===== config.mk =====
export PLATFORM = sky130hd
export DESIGN_NAME = wb_arbiter
export DESIGN_NICKNAME = d
export VERILOG_FILES = /design/src/rtl/wb_arbiter_pkg.sv /design/src/rtl/wb_arbiter_fifo.sv /design/src/rtl/wb_arbiter.sv
export SDC_FILE = /design/constraint.sdc
export NUM_CORES = 1
export LEC_CHECK = 0
export ABC_AREA = 1
export BUFFER_PORTS_ARGS = -buffer_cell sky130_fd_sc_hd__buf_2
export CAP_MARGIN = 20
export CORE_MARGIN = 2
export CORE_UTILIZATION = 59
export CTS_BUF_LIST = sky130_fd_sc_hd__clkbuf_4 sky130_fd_sc_hd__clkbuf_8
export DETAILED_ROUTE_END_ITERATION = 12
export PLACE_DENSITY = 0.94
export REMOVE_ABC_BUFFERS = 1
export SLEW_MARGIN = 25
export SYNTH_ARGS = -nofsm -noshare
export SYNTH_HDL_FRONTEND = slang
export SYNTH_SLANG_ARGS = --single-unit

===== constraint.sdc =====
create_clock -name clk -period 8.85 [get_ports clk]
set_input_delay 1.3275 -clock clk [delete_from_list [all_inputs] [get_ports clk]]
set_output_delay 1.3275 -clock clk [all_outputs]
set_load 0.01 [all_outputs]

===== src/rtl/wb_arbiter_pkg.sv =====
// Shared widths and the write-back entry bundle.
// Imported by the FIFO and the arbiter.
package pkg_parameters;

  localparam int XLEN       = 32;
  localparam int NUM_REG    = 32;
  localparam int REG_ADDR_W = $clog2(NUM_REG);

  typedef struct packed {
    logic [REG_ADDR_W-1:0] addr;
    logic [XLEN-1:0]       data;
  } wb_entry_t;

endpackage


===== src/rtl/wb_arbiter_fifo.sv =====
// Small synchronous FIFO of write-back entries.
// Separate count register, so full/empty need no pointer wrap tricks.
module wb_fifo
  import pkg_parameters::*;
#(
  parameter  int DEPTH = 2,
  localparam int PW    = (DEPTH > 1) ? $clog2(DEPTH) : 1,
  localparam int CW    = $clog2(DEPTH + 1)
) (
  input  logic            clk,
  input  logic            rst,
  input  logic            i_push,
  input  wb_entry_t       i_din,
  input  logic            i_pop,
  output wb_entry_t       o_dout,
  output logic            o_full,
  output logic            o_empty,
  output logic [CW-1:0]   o_count
);

  wb_entry_t       r_mem [DEPTH];
  logic [PW-1:0]   r_wptr;
  logic [PW-1:0]   r_rptr;
  logic [CW-1:0]   r_count;

  function automatic logic [PW-1:0] f_inc(input logic [PW-1:0] p);
    if (p == PW'(DEPTH - 1)) f_inc = '0;
    else                     f_inc = p + 1'b1;
  endfunction

  // Storage array; contents need no reset, the count guards reads.
  always_ff @(posedge clk) begin
    if (i_push) r_mem[r_wptr] <= i_din;
  end

  // Pointers and occupancy.
  always_ff @(posedge clk or posedge rst) begin
    if (rst) begin
      r_wptr  <= '0;
      r_rptr  <= '0;
      r_count <= '0;
    end else begin
      if (i_push) r_wptr <= f_inc(r_wptr);
      if (i_pop)  r_rptr <= f_inc(r_rptr);
      r_count <= r_count + CW'(i_push) - CW'(i_pop);
    end
  end

  assign o_dout  = r_mem[r_rptr];
  assign o_full  = (r_count == CW'(DEPTH));
  assign o_empty = (r_count == '0);
  assign o_count = r_count;

endmodule


===== src/rtl/wb_arbiter.sv =====
// Write-back arbiter: ALU first, then buffered long-latency results,
// then LSU cut-through. Tracks outstanding long-latency destinations.
module wb_arbiter
  import pkg_parameters::*;
#(
  parameter int XLEN       = pkg_parameters::XLEN,
  parameter int NUM_OF_REG = pkg_parameters::NUM_REG,
  parameter int FIFO_DEPTH = 2
) (
  input  logic                  clk,
  input  logic                  rst,
  input  logic                  alu_valid,
  input  logic [REG_ADDR_W-1:0] alu_addr,
  input  logic [XLEN-1:0]       alu_data,
  output logic                  alu_hold,
  input  logic                  lsu_valid,
  output logic                  lsu_ready,
  input  logic [REG_ADDR_W-1:0] lsu_addr,
  input  logic [XLEN-1:0]       lsu_data,
  input  logic                  iss_valid,
  input  logic [REG_ADDR_W-1:0] iss_addr,
  output logic [NUM_OF_REG-1:0] busy,
  output logic                  rd_web,
  output logic [REG_ADDR_W-1:0] rd_addr,
  output logic [XLEN-1:0]       rd_data
);

  localparam int CW = $clog2(FIFO_DEPTH + 1);

  logic            w_full;
  logic            w_empty;
  logic [CW-1:0]   w_count;
  wb_entry_t       w_head;
  wb_entry_t       w_lsu_ent;
  logic            w_xfer;
  logic            w_pop;
  logic            w_cut;
  logic            w_push;
  logic            w_sel_vld;
  logic            w_sel_lsu;
  wb_entry_t       w_sel;
  logic [NUM_OF_REG-1:0] w_busy_nxt;

  logic [NUM_OF_REG-1:0] r_busy;
  logic                  r_web;
  logic [REG_ADDR_W-1:0] r_addr;
  logic [XLEN-1:0]       r_data;

  assign lsu_ready = (w_count < CW'(FIFO_DEPTH));
  assign alu_hold  = w_full;

  assign w_lsu_ent = '{addr: lsu_addr, data: lsu_data};
  assign w_xfer    = lsu_valid && lsu_ready;
  assign w_pop     = !alu_valid && !w_empty;
  assign w_cut     = !alu_valid && w_empty && w_xfer;
  assign w_push    = w_xfer && !w_cut;

  wb_fifo #(.DEPTH(FIFO_DEPTH)) u_fifo (
    .clk     (clk),
    .rst     (rst),
    .i_push  (w_push),
    .i_din   (w_lsu_ent),
    .i_pop   (w_pop),
    .o_dout  (w_head),
    .o_full  (w_full),
    .o_empty (w_empty),
    .o_count (w_count)
  );

  // Priority select of the write-port source.
  always_comb begin
    w_sel_vld = 1'b0;
    w_sel_lsu = 1'b0;
    w_sel     = '0;
    unique case (1'b1)
      alu_valid: begin
        w_sel_vld = 1'b1;
        w_sel     = '{addr: alu_addr, data: alu_data};
      end
      w_pop: begin
        w_sel_vld = 1'b1;
        w_sel_lsu = 1'b1;
        w_sel     = w_head;
      end
      w_cut: begin
        w_sel_vld = 1'b1;
        w_sel_lsu = 1'b1;
        w_sel     = w_lsu_ent;
      end
      default: ;
    endcase
  end

  // Scoreboard update: clear on LSU write-back, then a new issue wins.
  always_comb begin
    w_busy_nxt = r_busy;
    if (w_sel_lsu)
      w_busy_nxt[w_sel.addr] = 1'b0;
    if (iss_valid && (iss_addr != '0))
      w_busy_nxt[iss_addr] = 1'b1;
    w_busy_nxt[0] = 1'b0;
  end

  // Register the write port and scoreboard.
  always_ff @(posedge clk or posedge rst) begin
    if (rst) begin
      r_busy <= '0;
      r_web  <= 1'b0;
      r_addr <= '0;
      r_data <= '0;
    end else begin
      r_busy <= w_busy_nxt;
      r_web  <= w_sel_vld && (w_sel.addr != '0);
      if (w_sel_vld) begin
        r_addr <= w_sel.addr;
        r_data <= w_sel.data;
      end
    end
  end

  assign busy    = r_busy;
  assign rd_web  = r_web;
  assign rd_addr = r_addr;
  assign rd_data = r_data;

endmodule


Word-level counts from Yosys, hierarchy flattened
Memories as Yosys holds them, arrays and structs flattened.
Index checks and enable logic that the tools add are counted.

cells by class
  add/subtract/negate cells = 4
  multiply operators = 0
  div/mod/pow operators = 0
  magnitude comparators = 5
  equal/unequal tests = 1
  shift operators = 0
  muxes and demuxes = 13
  bitwise logic cells = 3
  reduce and logical (&&, ||, !) cells = 17

operators by type and width
  cell                   number
  $pmux W37 S3           1
  $mux W32               2
  $and A32 B32 Y32       1
  $not A32 Y32           1
  $or A32 B32 Y32        1
  $lt A5 B6 Y1 const B   2
  $demux W1 S5           2
  $ge A5 B1 Y1 const B   2
  $reduce_bool A5 Y1     2
  $logic_and A1 B1 Y1    9
  $mux W1                8
  $logic_not A1 Y1       3
  $reduce_or A3 Y1       1
  $add A1 B1 Y1 const B  2
  $add A2 B1 Y2          1
  $eq A2 B2 Y1 const B   1
  $logic_not A2 Y1       1
  $lt A2 B2 Y1 const B   1
  $reduce_or A2 Y1       1
  $sub A2 B1 Y2          1

storage, ports and cells
  register bits = 73
  latch bits = 0
  bits in writable memories = 74
  memory bits (read-only) = 0
  input bits = 84
  output and inout bits = 72
  word-level logic and storage cells = 51
  memories kept = 1

memories
  name          words  bits a word  rd ports  clocked after Yosys merged registers in  wr ports  RTL line               text
  u_fifo.r_mem  2      37           1         0                                        1         wb_arbiter_fifo.sv:21  wb_entry_t r_mem [DEPTH];

Longest topological paths before layout
Gate-level depths: netlist of run 1.

  depth after elaboration = 13
  mapped depth = 11
  depth with buffers taken out = 11

Hierarchy
From an unflattened synthesis of run 1, not the netlist that was laid out.

second synthesis, totals
  cells, all modules = 655
  area, all modules = 6456.2 µm²

modules (own cells, without submodules)
  module      instances  cells each  area each (µm²)  seq. area each (µm²)
  wb_arbiter  1          436         3488.3           1726.7
  wb_fifo     1          219         2967.8           2322.2

Worst setup path after synthesis of run 1
OpenSTA, ideal clock, no wires.

  path kind = input to register
  start point = in lsu_valid
  end point = mem u_fifo.r_mem[1][0] (netlist bit), enable pin
  library setup time = 433 ps
  arrival = 3381 ps
  required time = 8417 ps
  path slack = 5037 ps
  stages on the path = 5
  buffers on the path = 1
  cells stage by stage = buf_2 inv_1 nor2_1 nand2_1 nor2_1

on the way
  longest elaborated chain between the ends = 6

ends and longest elaborated chain
  item                             RTL line               text
  from (decl)                      wb_arbiter.sv:16       input logic lsu_valid,
  $logic_and A1 B1 Y1 *            wb_arbiter.sv:53       assign w_xfer = lsu_valid && lsu_ready;
  $logic_and A1 B1 Y1              wb_arbiter.sv:55       assign w_cut = !alu_valid && w_empty && w_xfer;
  $logic_not A1 Y1                 wb_arbiter.sv:56       assign w_push = w_xfer && !w_cut;
  $logic_and A1 B1 Y1 *            wb_arbiter.sv:56
  $mux W1 *                        wb_arbiter_fifo.sv:33  if (i_push) r_mem[r_wptr] <= i_din;
  $mux W1 (implied by the code) *  wb_arbiter_fifo.sv:33
  to (decl)                        wb_arbiter_fifo.sv:21

Every way passes the cells marked *; elsewhere a longest branch is shown, timed or not.

Worst setup path after layout of run 1
  start point = in alu_valid
  end point = reg r_busy[13], in the netlist busy[13]

on the way
  longest elaborated chain between the ends = 13
  elaborated cells on any way between the ends = 17
  classes of those cells = order compare (2); mux (6); bitwise (3); reduce/logical (6)

ends and longest elaborated chain
  item                                                                RTL line                            text
  from (decl)                                                         wb_arbiter.sv:12                    input logic alu_valid,
  $logic_not A1 Y1                                                    wb_arbiter.sv:54, wb_arbiter.sv:55
  $logic_and A1 B1 Y1 (2 in series)                                   wb_arbiter.sv:55
  $pmux W37 S3                                                        wb_arbiter.sv:75                    unique case (1'b1)
  $lt A5 B6 Y1 (implied by the code) or $ge A5 B1 Y1 (tied branches)  wb_arbiter.sv:98                    w_busy_nxt[w_sel.addr] = 1'b0;
  $logic_and A1 B1 Y1 (implied by the code)                           wb_arbiter.sv:98
  $mux W1 (implied by the code)                                       wb_arbiter.sv:98
  $demux W1 S5                                                        wb_arbiter.sv:98
  $not A32 Y32 (no source line)                                       n/a
  $and A32 B32 Y32 (no source line)                                   n/a
  $mux W32 *                                                          wb_arbiter.sv:97                    if (w_sel_lsu)
  $or A32 B32 Y32 (no source line)                                    n/a
  $mux W32 *                                                          wb_arbiter.sv:99                    if (iss_valid && (iss_addr != '0))
  net w_busy_nxt[13]                                                  wb_arbiter.sv:42                    logic [NUM_OF_REG-1:0] w_busy_nxt;
  to (signal assigned)                                                wb_arbiter.sv:112                   r_busy <= w_busy_nxt;
  to (decl)                                                           wb_arbiter.sv:44                    logic [NUM_OF_REG-1:0] r_busy;

The timed path passes the listed nets; every way through them passes the cells marked *.
A chain may end at the register's enable or synchronous reset.

==> flow_metrics.tcl, run 1 <==
set metrics [dict create \
    min_path_cells 2 \
    antenna_found_initial 1 \
    ir_drop_uv 190 \
    critPathCaptureType "register" \
    placed_cells_incl_taps 865 \
    dpl.hpwl_um 10500 \
    synthesis.instances 599 \
    place.gp.congestion 0.875 \
    reg2regPathDepth 9 \
    cts.sinks 147 \
    skew_ns 0.0129 \
    grt_pass1_wl_um 25800 \
    period_needed_ns 3.22 \
    fin_setup_tns_ns 0 \
    leakage_nw 3.37 \
    worstPathCellList "buf_2 > nor2_4 > nand2_1 > nand3_1 > nand3_2 > o21ai_1 > nand2_1" \
    critPathRequiredTime_ns 9.19 \
    final_cell_count_no_fill 900 \
    r2r-start "u_fifo.r_rptr" \
    dieArea_um2 11500 \
    synthesis.area_um2 6290 \
    ys_seq_elements 147 \
    cp.arrival_ns 3.55 \
    synthSimpleGateAreaFrac_pct 26.6 \
    critical_path.most_common_cell "nand2_1" \
    via_per_inst 5.98 \
    startpoint_type "primary input" \
    drv_cap 0 \
    startpoint "alu_valid" \
    tightest_slew_ns 1.17 \
    portBuffers 154 \
    grt_pass1_vias 5252 \
    worstSetupPathType "primary input to register" \
    ys_seq_area_share_pct 64.3 \
    crit_fanout 41 \
    cts_setup_buffers 0 \
    setup-violations-final 0 \
    die_w_um 107 \
    cts_tree "done" \
    status "completed" \
    clock_path_buffers 2 \
    drive_above_1_share_pct 32.6 \
    drt_iter0_drc 794 \
    vias 5383 \
    slew_violations 0 \
    drc 0 \
    hold_class "register to register" \
    num_rows 37 \
    globalRouteTotalUtil_pct 29.6 \
    cts_root_buf "clkbuf_8" \
    p_per_area_nw_per_um2 315 \
    nNetsFinal 836 \
    yosysUniqueCellTypes 29 \
    slowest_delay_ns 0.91 \
    yosys_warnings 0 \
    gr-total-overflow 0 \
    wl_per_cell_um 19.2 \
    synth_compound_area_share_pct 5.29 \
    synthMuxAreaShare_pct 0 \
    ioPinCount 156 \
    syn_area_per_cell_um2 10.5 \
    min_from "busy[26]" \
    clk_latency_ns 0.46 \
    numCtsBuffers 17 \
    drtAntennaViolNets 0 \
    drtPass1Iterations 6 \
    final_common_cell "nand2_1" \
    crit_path_top_delay_cell "nor2_4" \
    synthXorXnorAreaFrac_pct 0.417 \
    r2r_slack_ns 6.36 \
    grt_max_degree 74 \
    die_h_um 107 \
    cts_htree_levels 4 \
    clk_pin_slew_ns 0.08 \
    synth_top_family_by_area "simple AND/OR/NAND/NOR gates" \
    nFillCells 617 \
    postCtsHoldBufs 0 \
    coreArea_um2 10300 \
    rsz0062_at_grt "no" \
    drt_wl_total_um 17300 \
    ctsResizeCount 0 \
    max_freq_ghz 0.311 \
    start_util_pct 61.0 \
    hold_end "busy[26]" \
    fin_crit_sh_pct 36.4 \
    synth_fa_ha_area_share_pct 0.398 \
    slew_headroom_pct 21.5 \
    final_cell_mix "nand2_1 (205), buf_2 (154), edfxtp_1 (74)" \
    hold_viol_final 0 \
    area_growth_pct 21.6 \
    reg2reg_to "busy[10]" \
]
## sequential cells by signal, indices dropped and copies added, names as in the netlist
| name | count |
|---|---|
| busy | 31 |
| rd_data | 32 |
| u_fifo.r_rptr | 1 |
| rd_web | 1 |
| rd_addr | 5 |
| u_fifo.r_mem | 74 |
| u_fifo.o_count | 2 |
| u_fifo.r_wptr | 1 |
## report_power, final
| group | switching [mW] | total [mW] | internal (mW) |
|---|---|---|---|
| logic | 0.490 | 0.762 | 0.272 |
| clock network | 0.266 | 0.585 | 0.319 |
| registers | 0.133 | 1.07 | 0.933 |
## how the worst max path moves through the flow
stage / end
6_report: busy[13]
2_1_floorplan: u_fifo.r_mem[1][0]
5_1_grt: busy[12]
3_3_place_gp: u_fifo.r_mem[1][9]
3_5_place_dp: u_fifo.r_mem[1][16]
4_1_cts: u_fifo.r_mem[1][9]
## cells by family (layout without fill, tap and decap cells)
family | after synthesis | in the layout
flip-flops | 147 | 147
adder cells (fa/ha/maj) | 2 | 2
other | 1 | 2
AO/OA/AOI/OAI | 55 | 55
XOR/XNOR | 3 | 3
AND/OR/NAND/NOR | 347 | 347
buffers and inverters | 44 | 208
## cell type report
| class | count | area [um^2] | share of cell area (%) |
|---|---|---|---|
| flip-flops and latches | 147 | 4050 | 52.9 |
| repair buffers | 158 | 837 | 10.9 |
| clock inverters | 14 | 200 | 2.62 |
| diodes | 1 | 2.50 | 0.0327 |
| well taps | 136 | 170 | 2.22 |
| multi-input cells | 408 | 2070 | 27.1 |
| inverters | 18 | 67.6 | 0.883 |
| clock buffers | 18 | 248 | 3.24 |
## metal layers
metal	vias to the layer above	GRT usage [%]	part of all wire, %
li1	2373	-	-
met3	65	5.99	8.3
met1	2580	36.8	37
met4	0	15.3	3.1
met2	365	49.3	51
met5	-	0	0
## metrics by stage
step / power, mW / util [%] / cell area, um^2 / hold WS (ns) / setup slack (ns)
6_report: 2.41 / 74.1 / 7650 / 0.480 / 5.63
5_1_grt: 2.52 / 74.1 / 7650 / 0.501 / 5.52
4_1_cts: 2.38 / 73.6 / 7590 / 0.480 / 5.65
3_5_place_dp: 1.79 / 69.2 / 7150 / 0.461 / 5.16
3_3_place_gp: 1.75 / 69.2 / 7150 / 0.458 / 5.27
2_1_floorplan: 1.47 / - / 6180 / 0.481 / 5.15
## cell usage after synthesis
master	count	area share (%)
buf_6	1	0.18
or2_2	23	2.3
a21oi_1	2	0.16
inv_2	6	0.36
nand3_1	36	2.9
nand2_4	1	0.18
edfxtp_1	74	35
ha_1	2	0.40
nand2_1	205	12
conb_1	1	0.060
nor3_1	10	0.80
nor2_1	10	0.60
nand3_4	1	0.28
clkbuf_1	15	0.89
xnor2_1	1	0.14
nand3_2	10	1.6
buf_2	7	0.56
nor2_4	5	0.89
nand2b_4	1	0.22
buf_4	1	0.12
buf_1	2	0.12
xor2_1	2	0.28
nor3_4	1	0.26
o21ai_1	30	2.4
inv_1	12	0.72
dfrtp_1	73	29
nand4_1	37	3.7
o211ai_1	23	2.7
nand2_2	7	0.70
## worst max-delay path: cells and delay by family
kind	cells	cell delay, ns
compound gates	1	0.17
buf+inv	1	0.38
simple gates	5	1.66
Power figures use the tool's default switching activity.
==> run 2: changes to the inputs <==
--- a/config.mk
+++ b/config.mk
@@ -5,14 +5,14 @@
 export SDC_FILE = /design/constraint.sdc
 export NUM_CORES = 1
 export LEC_CHECK = 0
-export ABC_AREA = 1
+export ABC_AREA = 0
 export BUFFER_PORTS_ARGS = -buffer_cell sky130_fd_sc_hd__buf_2
 export CAP_MARGIN = 20
 export CORE_MARGIN = 2
-export CORE_UTILIZATION = 59
+export CORE_UTILIZATION = 55
 export CTS_BUF_LIST = sky130_fd_sc_hd__clkbuf_4 sky130_fd_sc_hd__clkbuf_8
 export DETAILED_ROUTE_END_ITERATION = 12
-export PLACE_DENSITY = 0.94
+export PLACE_DENSITY = 0.89
 export REMOVE_ABC_BUFFERS = 1
 export SLEW_MARGIN = 25
 export SYNTH_ARGS = -nofsm -noshare
==> constraint.sdc (replaced) <==
create_clock -name clk -period 3.2 [get_ports clk]
set_input_delay 0.48 -clock clk [delete_from_list [all_inputs] [get_ports clk]]
set_output_delay 0.48 -clock clk [all_outputs]
set_load 0.01 [all_outputs]
==> run 2 against run 1 <==
Effect of this change:
- final cell count shrank 6.1%
- sequential share of layout area is 0.16 points lower
- highest routed layer unchanged
- critical path depth is 2 lower
- via count down 7.3%
- synthesized cell count fell by 9.8%
- hold slack worse by 0.40 ns
- cell area increased by 0.31%
- clock power rose by 130%
- worst setup slack got worse by 5.1 ns
- non-clock buffer count is 4 higher
==> flow_metrics.tcl, run 2 <==
set metrics [dict create \
    cts_setup_buffers 0 \
    wl_met1_um 6300 \
    via_per_inst 5.90 \
    dr.max_layer_used "met4" \
    yosys-top-cells-count "edfxtp_1 (74), dfrtp_1 (73), nor2_1 (73)" \
    ctsResizeCount 0 \
    cp.arrival_ns 3.02 \
    top_register "u_fifo.r_mem" \
    dpl.hpwl_um 10600 \
    drc 0 \
    yosys_warnings 0 \
    period_needed_ns 2.69 \
    wl_met3_um 1000 \
    fin_setup_tns_ns 0 \
    num_rows 39 \
    ioPinCount 156 \
    cts_tree "done" \
    antenna_found_initial 1 \
    place_ws_ns 0.570 \
    synth_edf_count 74 \
    post-synth-top-count-cell "edfxtp_1" \
    synth_top_area_share_pct 34.8 \
    largest_reg_flops 74 \
    slew_violations 0 \
    wl_per_cell_um 18.7 \
    crit_path_top_delay_cell "a311oi_1" \
    slowest_delay_ns 0.75 \
    ir_drop_uv 482 \
    rsz0062_at_grt "no" \
    startpoint "u_fifo.o_count[1]" \
    clock_path_buffers 2 \
    final_cell_count_no_fill 845 \
    grt_pass1_vias 5015 \
    drtPass1Iterations 5 \
    final_cell_mix "buf_2 (154), edfxtp_1 (74), dfrtp_1 (72)" \
    area_growth_pct 20.1 \
    grt_pass1_wl_um 25200 \
    clk_latency_ns 0.44 \
    synth_ff_type "edfxtp_1" \
    startpoint_type "register" \
    drive_above_1_share_pct 30.1 \
    worstPathCellList "or2_2 > a311oi_1 > nand3_1 > o21ai_0 > nand2_1" \
    slew_headroom_pct 43.8 \
    cts_root_buf "clkbuf_8" \
    fin_hold_ws_ns 0.0830 \
    crit_family "compound AO/OA/AOI/OAI gates" \
    fin_crit_sh_pct 83.9 \
    hold_viol_final 0 \
    ys_seq_elements 147 \
    numCtsBuffers 17 \
    cts.sinks 147 \
    synthesis.area_um2 6390 \
    start_util_pct 56.2 \
    dieArea_um2 12500 \
    clk_pin_slew_ns 0.09 \
    leakage_nw 3.24 \
    r2r-start "u_fifo.o_count[1]" \
    wl_met2_um 8050 \
    syn_area_per_cell_um2 11.8 \
    yosys-top-cells-area "edfxtp_1 (35%), dfrtp_1 (29%), mux2i_1 (5.3%), nor2_1 (4.3%), nor3b_1 (4.0%)" \
    ys_seq_area_share_pct 63.4 \
    p_per_area_nw_per_um2 824 \
    die_h_um 112 \
    final_common_cell "buf_2" \
    vias 4989 \
    place.gp.congestion 0.904 \
    r2r_slack_ns 0.51 \
    skew_ns 0.0116 \
    die_w_um 112 \
    drt_wl_total_um 15800 \
    gr-total-overflow 0 \
    setup-violations-final 0 \
    grt_max_degree 65 \
    max_freq_ghz 0.372 \
    yosysUniqueCellTypes 55 \
    drtAntennaViolNets 0 \
    synthesis.instances 540 \
    yosys.area.top_type "edfxtp_1" \
    worst-path-buf-inv 0 \
    hold_class "primary input to asynchronous set/reset pin" \
    globalRouteTotalUtil_pct 25.8 \
    nFillCells 815 \
    placed_cells_incl_taps 812 \
    drv_cap 0 \
    postCtsHoldBufs 0 \
    tightest_slew_ns 0.837 \
    critPathRequiredTime_ns 3.53 \
    crit_fanout 29 \
    status "completed" \
    async_reset_ff_share_pct 49.7 \
    coreArea_um2 11400 \
    cts_htree_levels 4 \
    drt_iter0_drc 552 \
    portBuffers 154 \
    nNetsFinal 774 \
    setup_ws_ns 0.514 \
    worstSetupPathType "register to register" \
    critPathCaptureType "register" \
]
## run 2: cell types whose count changed after synthesis, sizes merged, moves of 31 or more
| cell | before | now |
|---|---|---|
| nand2 | 213 | 40 |
| nor2 | 15 | 73 |
| nand3 | 47 | 7 |
| nand4 | 37 | 2 |
| mux2i | 0 | 34 |
| nor3b | 0 | 34 |
| a211oi | 0 | 33 |
| a21oi | 2 | 33 |
## run 2: metrics by stage
stage          total power, mW  util [%]  instance area [um^2]
3_5_place_dp              5.00      64.2                  7300
5_1_grt                   6.67      67.5                  7670
3_3_place_gp              4.88      64.2                  7300
2_1_floorplan             4.11         -                  6250
4_1_cts                   6.33      67.5                  7670
6_report                  6.33      67.5                  7670
## run 2: path summary, 6_finish.rpt
path | to | depth (start not counted)
max in group asynchronous | rd_addr[1] | 3
hold / removal | busy[19] | 2
hold reg to reg | busy[24] | 2
setup reg to reg | busy[31] | 5
min in group clk | u_fifo.r_mem[1][29] | 1
setup / recovery | busy[31] | 5
## run 2: logic make-up after synthesis
kind of cell               count (synthesis)  synth area share (%)
and+or+nand+nor                          181                  14.4
AOI/OAI and AO/OA                        130                  12.8
adders and majority gates                  2                 0.391
other                                      1                0.0587
muxes                                     37                  5.91
xor gates and xnor gates                   4                 0.548
DFF                                      147                  63.4
buffers and inverters                     38                  2.53
## run 2: where the power goes
part           internal (mW)  switching (mW)  total, mW
Clock                  0.617           0.730       1.35
Combinational          0.843            1.25       2.09
Sequential              2.54           0.345       2.88
Total                   4.00            2.32       6.33
## run 2: area by class of cell
cell class              instances  area (um^2)  share of cell area (%)
diodes                          1         2.50                  0.0326
clock buffers                  17          234                    3.05
clock inverters                15          133                    1.73
inverters                       5         23.8                   0.310
multi-input cells             355         2200                    28.6
flip-flops and latches        147         4050                    52.8
well taps                     143          179                    2.33
repair buffers                162          856                    11.2
## run 2: layer usage
layer  track usage [%]  up-vias
met4              12.0        0
met1              32.3     2417
met2              42.6      244
li1                  -     2287
met3              6.59       41
met5                 0        -
==> run 3: changes to the inputs <==
--- a/config.mk
+++ b/config.mk
@@ -9,10 +9,10 @@
 export BUFFER_PORTS_ARGS = -buffer_cell sky130_fd_sc_hd__buf_2
 export CAP_MARGIN = 20
 export CORE_MARGIN = 2
-export CORE_UTILIZATION = 55
+export CORE_UTILIZATION = 50
 export CTS_BUF_LIST = sky130_fd_sc_hd__clkbuf_4 sky130_fd_sc_hd__clkbuf_8
 export DETAILED_ROUTE_END_ITERATION = 12
-export PLACE_DENSITY = 0.89
+export PLACE_DENSITY = 0.85
 export REMOVE_ABC_BUFFERS = 1
 export SLEW_MARGIN = 25
 export SYNTH_ARGS = -nofsm -noshare
==> constraint.sdc (replaced) <==
create_clock -name clk -period 2.27 [get_ports clk]
set_input_delay 0.3405 -clock clk [delete_from_list [all_inputs] [get_ports clk]]
set_output_delay 0.3405 -clock clk [all_outputs]
set_load 0.01 [all_outputs]
==> run 3 against run 2 <==
Effect of this change:
- maximum frequency rose by 27%
- wire length rose by 5.9%
- die area rose by 9.6%
- combinational power rose by 50%
- clock skew fell by 0.0014 ns
- register-to-register slack got worse by 0.36 ns
- hold slack improved by 0.0041 ns
- global-route usage fell by 0.76 points
- worst setup slack got worse by 0.36 ns
- largest power group unchanged
==> flow_metrics.tcl, run 3 (synthesis results as in run 2) <==
set metrics [dict create \
    status "completed" \
    worstPathCellList "mux2_2 > a221o_1 > or3_1 > o21ai_1 > o41ai_1" \
    num_rows 41 \
    fin_util_pct 62.3 \
    cts_root_buf "clkbuf_8" \
    crit_family "compound AO/OA/AOI/OAI gates" \
    top_register "u_fifo.r_mem" \
    portBuffers 154 \
    drv_cap 0 \
    drt_iter0_drc 339 \
    coreArea_um2 12600 \
    period_needed_ns 2.12 \
    start_util_pct 50.9 \
    dieArea_um2 13700 \
    rsz0062_at_grt "no" \
    antenna_found_initial 1 \
    cts_htree_levels 4 \
    totalPowerFinal_mw 9.17 \
    final_cell_mix "buf_2 (154), edfxtp_1 (74), nor2_1 (71), dfrtp_1 (71), nand2_1 (40)" \
    worstSetupPathType "register to register" \
    slowest_delay_ns 0.46 \
    r2r-start "u_fifo.r_rptr" \
    largest_reg_flops 74 \
    die_h_um 117 \
    slew_violations 0 \
    dpl.hpwl_um 11400 \
    ir_drop_uv 682 \
    slew_headroom_pct 51.6 \
    worst-path-buf-inv 0 \
    cts.sinks 147 \
    hold_viol_final 0 \
    seqPwrFrac_pct 43.9 \
    gr-total-overflow 0 \
    combPwrFrac_pct 34.2 \
    hold_end "u_fifo.r_mem[0][15]" \
    drtAntennaViolNets 0 \
    critPathRequiredTime_ns 2.59 \
    fin_area_um2 7840 \
    nNetsFinal 788 \
    clk_latency_ns 0.45 \
    p_clk_share_pct 21.8 \
    cts_tree "done" \
    drt_wl_total_um 16700 \
    reg2reg_to "busy[2]" \
    drc 0 \
    fin_setup_tns_ns 0 \
    final_common_cell "buf_2" \
    p_int_mw 5.90 \
    power_switching_mw 3.27 \
    grt_pass1_wl_um 25700 \
    via_per_inst 5.62 \
    vias 5002 \
    placed_area_um2 7420 \
    grt_pass1_vias 5087 \
    ioPinCount 156 \
    grt_max_degree 64 \
    critPathCaptureType "register" \
    startpoint_type "register" \
    hold_class "primary input to register" \
    clock_path_buffers 2 \
    drive_above_1_share_pct 31.3 \
    r2r_slack_ns 0.15 \
    cp.arrival_ns 2.43 \
    place.gp.congestion 0.945 \
    nFillCells 980 \
    min_path_cells 1 \
    max_freq_ghz 0.473 \
    setup-violations-final 0 \
    die_w_um 117 \
    clk_pin_slew_ns 0.08 \
    p_per_area_nw_per_um2 1170 \
    numCtsBuffers 17 \
    crit_fanout 7 \
    wl_per_cell_um 18.8 \
    min_from "lsu_data[15]" \
    switching_share_pct 35.7 \
    skew_ns 0.0102 \
    drtPass1Iterations 7 \
    crit_path_top_delay_cell "dfrtp_2" \
    fin_crit_sh_pct 93.2 \
    reg2regPathDepth 5 \
    tightest_slew_ns 0.724 \
    leakage_nw 3.31 \
    area_growth_pct 22.6 \
    globalRouteTotalUtil_pct 25.1 \
]
## run 3: cell types whose count changed in the layout (fill, tap and decap cells not counted), sizes merged
cell / delta
buf: +13
dlygate4sd3: +1
diode: +2
inv: -2
clkinv: -4
clkbuf: +5
bufinv: +1
## run 3: repair_timing
| item | in CTS | in global routing |
|---|---|---|
| endpoints found under the hold margin | 34 | 0 |
| hold buffers | 1 | 0 |
| gates resized for setup | 0 | 2 |
| setup buffers | 0 | 0 |
| setup endpoints to repair | 0 | 2 |
## run 3: layer usage
layer  wire, um  GRT usage (%)  part of all wire, %
met1       6980           32.3                   42
met2       8190           40.2                   49
met3        924           5.61                  5.5
met4        641           13.0                  3.8
met5          0              0                    0
## run 3: cell type report
class                           instances  area (um^2)  area share [%]
Antenna cell                            3         7.51          0.0958
Clock buffer                           22          278            3.55
Clock inverter                         10          109            1.39
Inverter                                5         20.0           0.256
Multi-Input combinational cell        355         2200            28.1
Sequential cell                       147         4050            51.7
Tap cell                              172          215            2.75
Timing Repair Buffer                  176          951            12.1
## run 3: worst max path at each step
stage	start	end	slack [ns]	cells past startpoint
2_1_floorplan	u_fifo.r_rptr	rd_web	-0.65	4
3_3_place_gp	alu_valid	busy[6]	0.23	7
3_5_place_dp	alu_valid	busy[6]	0.08	7
4_1_cts	u_fifo.o_count[1]	busy[11]	0.16	7
5_1_grt	u_fifo.o_count[0]	busy[29]	0.01	6
6_report	u_fifo.r_rptr	busy[2]	0.15	5
## run 3: stage by stage
step / hold slack, ns / worst slack, ns / std cells
6_report: 0.0871 / 0.154 / 890
5_1_grt: 0.0726 / 0.0129 / 888
4_1_cts: 0.0650 / 0.163 / 887
3_5_place_dp: 0.472 / 0.0831 / 854
3_3_place_gp: 0.461 / 0.227 / 854
2_1_floorplan: 0.434 / -0.650 / 507
## run 3: power groups by stage
stage / logic [mW] / registers [mW] / clock network (mW)
finish: 3.14 / 4.03 / 2.00
CTS: 3.13 / 4.01 / 2.02
floorplan: 1.46 / 4.34 / 0
global route: 3.46 / 4.09 / 2.12
global placement: 3.00 / 4.01 / 0
detailed placement: 3.11 / 4.05 / 0
## run 3: worst register-to-register path: stages, from the launching register on
cell	delay, ns
dfrtp_2	0.46
mux2_2	0.39
a221o_1	0.43
or3_1	0.40
o21ai_1	0.19
o41ai_1	0.12
